===== src/rtl/ddr_arb_pkg.sv =====
// Shared types and constants for the DDR burst-port arbiter: FSM states,
// requester identifiers and default widths.
package ddr_arb_pkg;

  localparam int DEF_DDR_ADDR_WIDTH  = 28;
  localparam int DEF_BURST_LEN_WIDTH = 10;
  localparam int DEF_INS_LEN_WIDTH   = 8;
  localparam int DEF_TIMEOUT_CYCLES  = 4096;
  localparam int NUM_REQ             = 3;

  typedef enum logic [1:0] {
    S_IDLE     = 2'd0,
    S_RD_BURST = 2'd1,
    S_WR_BURST = 2'd2,
    S_DONE     = 2'd3
  } state_t;

  typedef enum logic [1:0] {
    REQ_INS    = 2'd0,
    REQ_DAT_RD = 2'd1,
    REQ_DAT_WR = 2'd2
  } req_id_t;

  // Round-robin successor: ins -> dat_rd -> dat_wr -> ins.
  function automatic logic [1:0] rr_next(input logic [1:0] id);
    return (id == 2'd2) ? 2'd0 : id + 2'd1;
  endfunction

  function automatic req_id_t onehot_to_id(input logic [2:0] oh);
    if (oh[1]) return REQ_DAT_RD;
    if (oh[2]) return REQ_DAT_WR;
    return REQ_INS;
  endfunction

endpackage


===== src/rtl/ddr_burst_arbiter_rr_arbiter3.sv =====
// Three-way round-robin arbiter: one-hot grant searched from the pointer,
// and the pointer register that moves past each finished owner.
module rr_arbiter3
  import ddr_arb_pkg::*;
(
  input  logic       clk,
  input  logic       rst,
  input  logic [2:0] req,
  input  logic       adv,
  input  logic [1:0] adv_id,
  output logic [2:0] grant,
  output logic [1:0] ptr
);

  always_ff @(posedge clk) begin
    if (rst) begin
      ptr <= REQ_INS;
    end else if (adv) begin
      ptr <= rr_next(adv_id);
    end
  end

  always_comb begin
    logic [1:0] idx;
    grant = '0;
    idx   = ptr;
    for (int k = 0; k < NUM_REQ; k++) begin
      if (req[idx] && (grant == '0)) grant[idx] = 1'b1;
      idx = rr_next(idx);
    end
  end

endmodule


===== src/rtl/ddr_burst_arbiter.sv =====
// Shares the ddr_controller burst port between instruction read, data read
// and data store requesters, with per-owner data-valid steering and a watchdog.
module ddr_burst_arbiter
  import ddr_arb_pkg::*;
#(
  parameter int DDR_ADDR_WIDTH  = DEF_DDR_ADDR_WIDTH,
  parameter int BURST_LEN_WIDTH = DEF_BURST_LEN_WIDTH,
  parameter int INS_LEN_WIDTH   = DEF_INS_LEN_WIDTH,
  parameter int TIMEOUT_CYCLES  = DEF_TIMEOUT_CYCLES
) (
  input  logic                       clk,
  input  logic                       rst,
  input  logic                       init_calib_complete,
  input  logic                       ins_req,
  input  logic [DDR_ADDR_WIDTH-1:0]  ins_addr,
  input  logic [INS_LEN_WIDTH-1:0]   ins_len,
  output logic                       ins_done,
  output logic                       ins_reading,
  output logic                       ins_data_valid,
  input  logic                       dat_rd_req,
  input  logic [DDR_ADDR_WIDTH-1:0]  dat_rd_addr,
  input  logic [BURST_LEN_WIDTH-1:0] dat_rd_len,
  input  logic                       dat_wr_req,
  input  logic [DDR_ADDR_WIDTH-1:0]  dat_wr_addr,
  input  logic [BURST_LEN_WIDTH-1:0] dat_wr_len,
  output logic                       dat_done,
  output logic                       data_reading,
  output logic                       dat_data_valid,
  output logic                       rd_burst_req,
  output logic                       wr_burst_req,
  output logic [DDR_ADDR_WIDTH-1:0]  rd_burst_addr,
  output logic [DDR_ADDR_WIDTH-1:0]  wr_burst_addr,
  output logic [BURST_LEN_WIDTH-1:0] rd_burst_len,
  output logic [BURST_LEN_WIDTH-1:0] wr_burst_len,
  input  logic                       rd_burst_finish,
  input  logic                       wr_burst_finish,
  input  logic                       rd_burst_data_valid,
  output logic                       timeout_err
);

  localparam int WD_W = (TIMEOUT_CYCLES > 2) ? $clog2(TIMEOUT_CYCLES) : 1;
  localparam logic [WD_W-1:0] WD_LAST = WD_W'(TIMEOUT_CYCLES - 1);

  state_t                     state;
  req_id_t                    owner;
  req_id_t                    win_id;
  logic [2:0]                 req_vec;
  logic [2:0]                 grant;
  logic [1:0]                 ptr;
  logic [DDR_ADDR_WIDTH-1:0]  win_addr;
  logic [BURST_LEN_WIDTH-1:0] win_len;
  logic [WD_W-1:0]            wd_cnt;
  logic                       finish_hit;

  assign req_vec = {dat_wr_req, dat_rd_req, ins_req};

  rr_arbiter3 u_rr (
    .clk    (clk),
    .rst    (rst),
    .req    (req_vec),
    .adv    (state == S_DONE),
    .adv_id (owner),
    .grant  (grant),
    .ptr    (ptr)
  );

  always_comb begin
    win_id   = onehot_to_id(grant);
    win_addr = ins_addr;
    win_len  = BURST_LEN_WIDTH'(ins_len);
    case (win_id)
      REQ_DAT_RD: begin
        win_addr = dat_rd_addr;
        win_len  = dat_rd_len;
      end
      REQ_DAT_WR: begin
        win_addr = dat_wr_addr;
        win_len  = dat_wr_len;
      end
      default: ;
    endcase
  end

  // Only the finish that matches the outstanding burst type ends it.
  assign finish_hit = ((state == S_RD_BURST) && rd_burst_finish) ||
                      ((state == S_WR_BURST) && wr_burst_finish);

  assign ins_data_valid = rd_burst_data_valid & ins_reading;
  assign dat_data_valid = rd_burst_data_valid & data_reading;

  always_ff @(posedge clk) begin
    if (rst) begin
      state         <= S_IDLE;
      owner         <= REQ_INS;
      wd_cnt        <= '0;
      ins_done      <= 1'b0;
      dat_done      <= 1'b0;
      ins_reading   <= 1'b0;
      data_reading  <= 1'b0;
      rd_burst_req  <= 1'b0;
      wr_burst_req  <= 1'b0;
      rd_burst_addr <= '0;
      wr_burst_addr <= '0;
      rd_burst_len  <= '0;
      wr_burst_len  <= '0;
      timeout_err   <= 1'b0;
    end else begin
      ins_done <= 1'b0;
      dat_done <= 1'b0;
      case (state)
        S_IDLE: begin
          if (init_calib_complete && (req_vec != 3'b000)) begin
            owner <= win_id;
            if (win_id == REQ_DAT_WR) begin
              wr_burst_addr <= win_addr;
              wr_burst_len  <= win_len;
            end else begin
              rd_burst_addr <= win_addr;
              rd_burst_len  <= win_len;
            end
            if (win_len == '0) begin
              state <= S_DONE;
            end else if (win_id == REQ_DAT_WR) begin
              wr_burst_req <= 1'b1;
              state        <= S_WR_BURST;
            end else begin
              rd_burst_req <= 1'b1;
              ins_reading  <= (win_id == REQ_INS);
              data_reading <= (win_id == REQ_DAT_RD);
              state        <= S_RD_BURST;
            end
          end
        end
        S_RD_BURST, S_WR_BURST: begin
          if (finish_hit) begin
            rd_burst_req <= 1'b0;
            wr_burst_req <= 1'b0;
            state        <= S_DONE;
          end else if (wd_cnt == WD_LAST) begin
            timeout_err  <= 1'b1;
            rd_burst_req <= 1'b0;
            wr_burst_req <= 1'b0;
            state        <= S_DONE;
          end else begin
            wd_cnt <= wd_cnt + 1'b1;
          end
        end
        S_DONE: begin
          ins_done     <= (owner == REQ_INS);
          dat_done     <= (owner != REQ_INS);
          ins_reading  <= 1'b0;
          data_reading <= 1'b0;
          wd_cnt       <= '0;
          state        <= S_IDLE;
        end
        default: state <= S_IDLE;
      endcase
    end
  end

endmodule


===== config.mk =====
export PLATFORM = sky130hd
export DESIGN_NAME = ddr_burst_arbiter
export DESIGN_NICKNAME = d
export VERILOG_FILES = /design/src/rtl/ddr_arb_pkg.sv /design/src/rtl/ddr_burst_arbiter_rr_arbiter3.sv /design/src/rtl/ddr_burst_arbiter.sv
export SDC_FILE = /design/constraint.sdc
export NUM_CORES = 1
export LEC_CHECK = 0
export CAP_MARGIN = 20
export CELL_PAD_IN_SITES_DETAIL_PLACEMENT = 0
export CELL_PAD_IN_SITES_GLOBAL_PLACEMENT = 1
export CORE_ASPECT_RATIO = 1.2
export CORE_MARGIN = 2
export CORE_UTILIZATION = 31
export DETAILED_ROUTE_END_ITERATION = 8
export PLACE_DENSITY_LB_ADDON = 0.05
export SETUP_SLACK_MARGIN = 0.2
export SLEW_MARGIN = 20
export SYNTH_ARGS = -nofsm -noshare
export SYNTH_HDL_FRONTEND = slang
export SYNTH_HIERARCHICAL = 1
export SYNTH_SLANG_ARGS = --single-unit

===== constraint.sdc =====
create_clock -name clk -period 7.1 [get_ports clk]
set_input_delay 1.42 -clock clk [delete_from_list [all_inputs] [get_ports clk]]
set_output_delay 1.42 -clock clk [all_outputs]
set_load 0.05 [all_outputs]

### After elaboration in Yosys (flattened, before gate mapping)

Cells that the tools add are included.

| operators by class | value |
|---|---|
| add/subtract/negate cells | 4 |
| magnitude comparators | 6 |
| eq/ne operators | 16 |
| muxes and demuxes | 54 |
| bitwise operators | 7 |
| reductions and logical operators | 31 |

Operator list:

| cell | number |
|---|---|
| case mux 28 bit (2 select lines) | 1 |
| two-way mux 12 bit | 2 |
| two-way mux 2 bit | 12 |
| case mux 12 bit (2 select lines) | 1 |
| two-way mux 1 bit | 23 |
| case mux 10 bit (2 select lines) | 1 |
| adder 12 x 1 -> 12 bit (second input constant) | 1 |
| equality test 12 bit (second input constant) | 1 |
| equality test 2 bit (second input constant) | 6 |
| != test 2 bit (second input constant) | 6 |
| AND reduction 3 bit | 4 |
| logical NOT 10 bit | 1 |
| AND reduction 5 bit | 2 |
| less-than comparator 2 x 3 -> 1 bit (second input constant) | 3 |
| two-way mux 3 bit | 3 |
| logical AND 1 bit | 8 |
| case mux 1 bit (2 select lines) | 4 |
| nonzero test 2 bit | 4 |
| adder 2 x 1 -> 2 bit (second input constant) | 3 |
| binary-select mux 1 bit (select 2 bit) | 3 |
| demux 1 bit (select 2 bit) | 3 |
| >= comparator 2 x 1 -> 1 bit (second input constant) | 3 |
| logical NOT 2 bit | 3 |
| logical NOT 3 bit | 2 |
| 11 further kinds | 18 |

| storage, ports and cells | value |
|---|---|
| register bits | 101 |
| input bits | 121 |
| output and inout port bits | 85 |
| word-level logic and storage cells | 133 |

### Logic depth before layout (Yosys ltp)

| logic depth | value |
|---|---|
| word-level depth | 21 |
| mapped depth | 10 |
| depth with buffers taken out | 9 |

### By module

The synthesis kept the hierarchy.

By module, submodules not included:

| module | instances | cells each | area each (um^2) | sequential area each (um^2) |
|---|---|---|---|---|
| ddr_burst_arbiter | 1 | 521 | 4247.8 | 1981.9 |
| rr_arbiter3 | 1 | 18 | 141.4 | 40.0 |

### Worst setup path after synthesis

No wires, ideal clock.

| timing path | value |
|---|---|
| path type | input port to flip-flop |
| start point | input ins_req |
| end point | register wr_burst_req |
| setup time | 0.095 ns |
| arrival time | 3.205 ns |
| required time | 7.005 ns |
| setup slack | 3.800 ns |
| stages on the path | 9 |
| path buffers | 1 |
| path through | a211oi_1 o21a_1 buf_6 mux2i_1 nand2_1 a2111oi_2 and4bb_4 nor4_1 a221oi_1 |

| on the way | value |
|---|---|
| longest elaborated chain between the ends | 18 |
| elaborated cells between the ends (all ways) | 31 |
| those cells by class | 5 x eq/ne; 16 x mux; 2 x bitwise; 8 x reduce/logical |

Ends and longest elaborated chain:

| item | RTL line | source |
|---|---|---|
| start: declaration | ddr_burst_arbiter.sv:14 | `input logic ins_req,` |
| binary-select mux 1 bit (select 2 bit) | ddr_burst_arbiter_rr_arbiter3.sv:28 | `if (req[idx] && (grant == '0)) grant[idx] = 1'b1;` |
| two-way mux 1 bit (not written as such) | ddr_burst_arbiter_rr_arbiter3.sv:28 |  |
| two-way mux 3 bit | ddr_burst_arbiter_rr_arbiter3.sv:28 |  |
| logical NOT 3 bit | ddr_burst_arbiter_rr_arbiter3.sv:28 |  |
| logical AND 1 bit | ddr_burst_arbiter_rr_arbiter3.sv:28 |  |
| two-way mux 3 bit | ddr_burst_arbiter_rr_arbiter3.sv:28 |  |
| logical NOT 3 bit | ddr_burst_arbiter_rr_arbiter3.sv:28 |  |
| logical AND 1 bit | ddr_burst_arbiter_rr_arbiter3.sv:28 |  |
| [... 1 more ...] | - |  |
| net grant[2] | ddr_burst_arbiter.sv:48 | `logic [2:0] grant;` |
| two-way mux 1 bit (2 in series) | ddr_arb_pkg.sv:31 | `if (oh[2]) return REQ_DAT_WR;` |
| two-way mux 2 bit (*) | ddr_arb_pkg.sv:32 | `return REQ_INS;` |
| two-way mux 2 bit (*) | ddr_arb_pkg.sv:31 |  |
| equality test 2 bit / equality test 2 x 1 -> 1 bit (equally long branches) | ddr_burst_arbiter.sv:71, ddr_burst_arbiter.sv:123 |  |
| case mux 10 bit (2 select lines) | ddr_burst_arbiter.sv:71 | `case (win_id)` |
| logical NOT 10 bit | ddr_burst_arbiter.sv:121 | `if (win_len == '0) begin` |
| != test 2 bit (no source line) | - |  |
| AND reduction 5 bit (no source line) (*) | - |  |
| end signal: assignment | ddr_burst_arbiter.sv:124 | `wr_burst_req <= 1'b1;` |
| end signal: assignment | ddr_burst_arbiter.sv:137 | `wr_burst_req <= 1'b0;` |
| end signal: assignment | ddr_burst_arbiter.sv:142 | `wr_burst_req <= 1'b0;` |
| end: declaration | ddr_burst_arbiter.sv:30 | `output logic wr_burst_req,` |

Mark *: on every way through the listed nets, which the timed path passes. The rest lies on a longest branch. The select of a mux whose other input is x is not followed.
A chain may end at the register's enable or synchronous reset.

### Worst setup path after layout

Ends and elaborated chain as after synthesis.

==> results.yml <==
setup_path:
  required_ns: 7.28
  cp-startpoint: "ins_req"
  cp_max_fo: 27
  r2r_setup_slack_ns: 3.49
  reg2reg_depth: 9
  criticalPathCategory: "primary input to flip-flop"
  reg2reg_from: "u_rr/ptr[0]"
  endpoint: "wr_burst_req"
  endpoint_kind: "flip-flop"
  critPathLaunchType: "primary input"
  reg2reg_to: "wr_burst_req"
  arrival_ns: 4.95
clocking:
  cts_sinks: 101
  cts_tree: "yes"
  clk_pin_slew_ns: 0.07
  cts_hold_buf: 0
  post_cts_resized: 0
  htreeDepth: 3
  clk_latency_ns: 0.35
  postCtsSetupBuffers: 0
  clock-root-buffer: "clkbuf_16"
  cts_buffers: 9
  clock_path_buffers: 2
logic_synthesis:
  syn_area_per_cell_um2: 8.15
  synthCells: 536
  yosysWarnings: 6
  syn-num-nets: 662
  syn-cell-area_um2: 4370
timing:
  finalCriticalPeriod_ns: 4.77
  worst_pin_slew_ns: 1.00
  slew_viol_final: 0
  hold_ws_ns: 0.454
  period_share: 0.672
  tns_ns: 0
  clock_skew_ns: 0.00888
  fmax_mhz: 210
  finalSetupViolCount: 0
  hold_viol: 0
  grt_setup_unrepaired: "no"
  slew_headroom: 0.331
detailed_routing:
  vias: 4471
  vias_per_cell: 5.01
  wl_per_cell_um: 15.9
  drtAntennaViolNets: 0
  routed_wirelength_um: 14200
  dr.pass1.iters: 4
  route.detailed.drc: 0
  drtIter0Drc: 173
pwr:
  swShare: 0.376
  clockPowerShare: 0.276
  leakage_nw: 2.36
  pwr-share-seq: 0.339
  p_switching_mw: 0.768
  pwr_density_cell_nw_per_um2: 299
  p_int_mw: 1.27
  vdd_drop_max_uv: 166
  pwr-share-comb: 0.385
die:
  die_y_um: 134
  io_pins: 206
  die_x_um: 112
  start_util: 0.318
  coreArea_um2: 13800
  placementRows: 47
  dieArea_um2: 15100
placed_design:
  place.gp.congestion: 0.798
  dp.cells: 877
  io_buffers: 205
  placed_area_um2: 6490
  dpl.hpwl_um: 10200
global_routing:
  first_global_vias: 4381
  grt_max_degree: 93
  overflow: 0
  antenna_found_initial: 1
  grtUsageTotal: 0.184
  grt_pass1_wl_um: 21900
finish:
  antenna_cells: 0
  postLayoutCellArea_um2: 6840
  syn_to_final_growth_pct: 56.4
  drive_gt1_frac: 0.0416
  stdcell_count: 893
  finalNetCount: 843
run:
  cap_violations: 0
worst_hold_path:
  hold_path_class: "flip-flop to flip-flop"
status:
  outcome: "completed"
[final cells by class]
class	instances	area, um2
fillers	1344	6930
multi-input cells	384	2140
repair buffers	207	2060
flip-flops and latches	101	2020
clock buffers	10	229
well taps	171	214
clock inverters	6	111
inverters	14	52.6
[cells in the final DEF, fill, tap and decap left out, types with 2 or more instances in the layout]
master	count
clkdlybuf4s50_1	204
dfxtp_1	101
a22oi_1	2
clkbuf_16	9
a221oi_2	2
or3_1	13
nand3b_1	2
o21ai_2	2
o22ai_1	24
a31oi_1	2
o221ai_1	6
and3_1	5
inv_1	13
nor2_1	60
o21ai_1	3
o21ai_0	9
mux2i_1	12
a21o_1	2
a21oi_1	56
xor2_1	5
a211oi_1	29
and2_1	5
nand4_1	2
and4_1	2
nand2b_1	3
buf_4	3
a311oi_1	2
nor3_1	11
nand3_1	9
bufinv_16	3
ha_1	5
or4_1	2
nand2_1	92
[per-layer routing]
layer  routed length, um  vias to the layer above  track usage
li1                    -                     2247            -
met5                   0                        -            0
met3                1210                       19       0.0651
met2                6910                      154        0.313
met1                5730                     2051        0.206
met4                 341                        0       0.0847
[worst min path at each step]
| stage | from | end | cells past startpoint |
|---|---|---|---|
| 6_report | wr_burst_addr[10] | wr_burst_addr[10] | 2 |
| 5_1_grt | wr_burst_addr[11] | wr_burst_addr[11] | 2 |
| 4_1_cts | wr_burst_addr[24] | wr_burst_addr[24] | 2 |
| 3_5_place_dp | wr_burst_addr[24] | wr_burst_addr[24] | 2 |
| 3_3_place_gp | wr_burst_addr[25] | wr_burst_addr[25] | 2 |
| 2_1_floorplan | owner[1] | ins_done | 1 |
[per-stage QoR]
| step | utilization | total power, mW | worst slack, ns |
|---|---|---|---|
| finish | 0.497 | 2.04 | 2.33 |
| global placement | 0.472 | 1.48 | 2.19 |
| detailed placement | 0.472 | 1.49 | 2.00 |
| CTS | 0.497 | 2.07 | 2.34 |
| floorplan | - | 1.21 | 3.80 |
| global route | 0.497 | 2.15 | 2.10 |
[power by group through the flow]
| stage | clock network [mW] | logic (mW) | registers [mW] |
|---|---|---|---|
| finish | 0.564 | 0.786 | 0.692 |
| floorplan | 0 | 0.280 | 0.931 |
| detailed placement | 0 | 0.790 | 0.703 |
| global placement | 0 | 0.782 | 0.701 |
| CTS | 0.584 | 0.793 | 0.692 |
| global route | 0.599 | 0.845 | 0.702 |
[critical path, stage by stage]
cell and delay (ns):
clkdlybuf4s50_1 0.46, a211oi_1 0.26, o21a_1 0.79, or2_1 0.79, nor3_1 0.10, a211oi_1 0.21, and4bb_4 0.25, nor4_1 0.47
a221oi_1 0.17
[registers in the layout, summed over array words and instances, names as in the netlist, 2 cells and up]
register / count
wr_burst_len: 10
wr_burst_addr: 28
rd_burst_len: 10
rd_burst_addr: 28
wd_cnt: 12
u_rr/ptr: 2
owner: 2
state: 2
No activity file was read; power rests on OpenSTA's default activity.
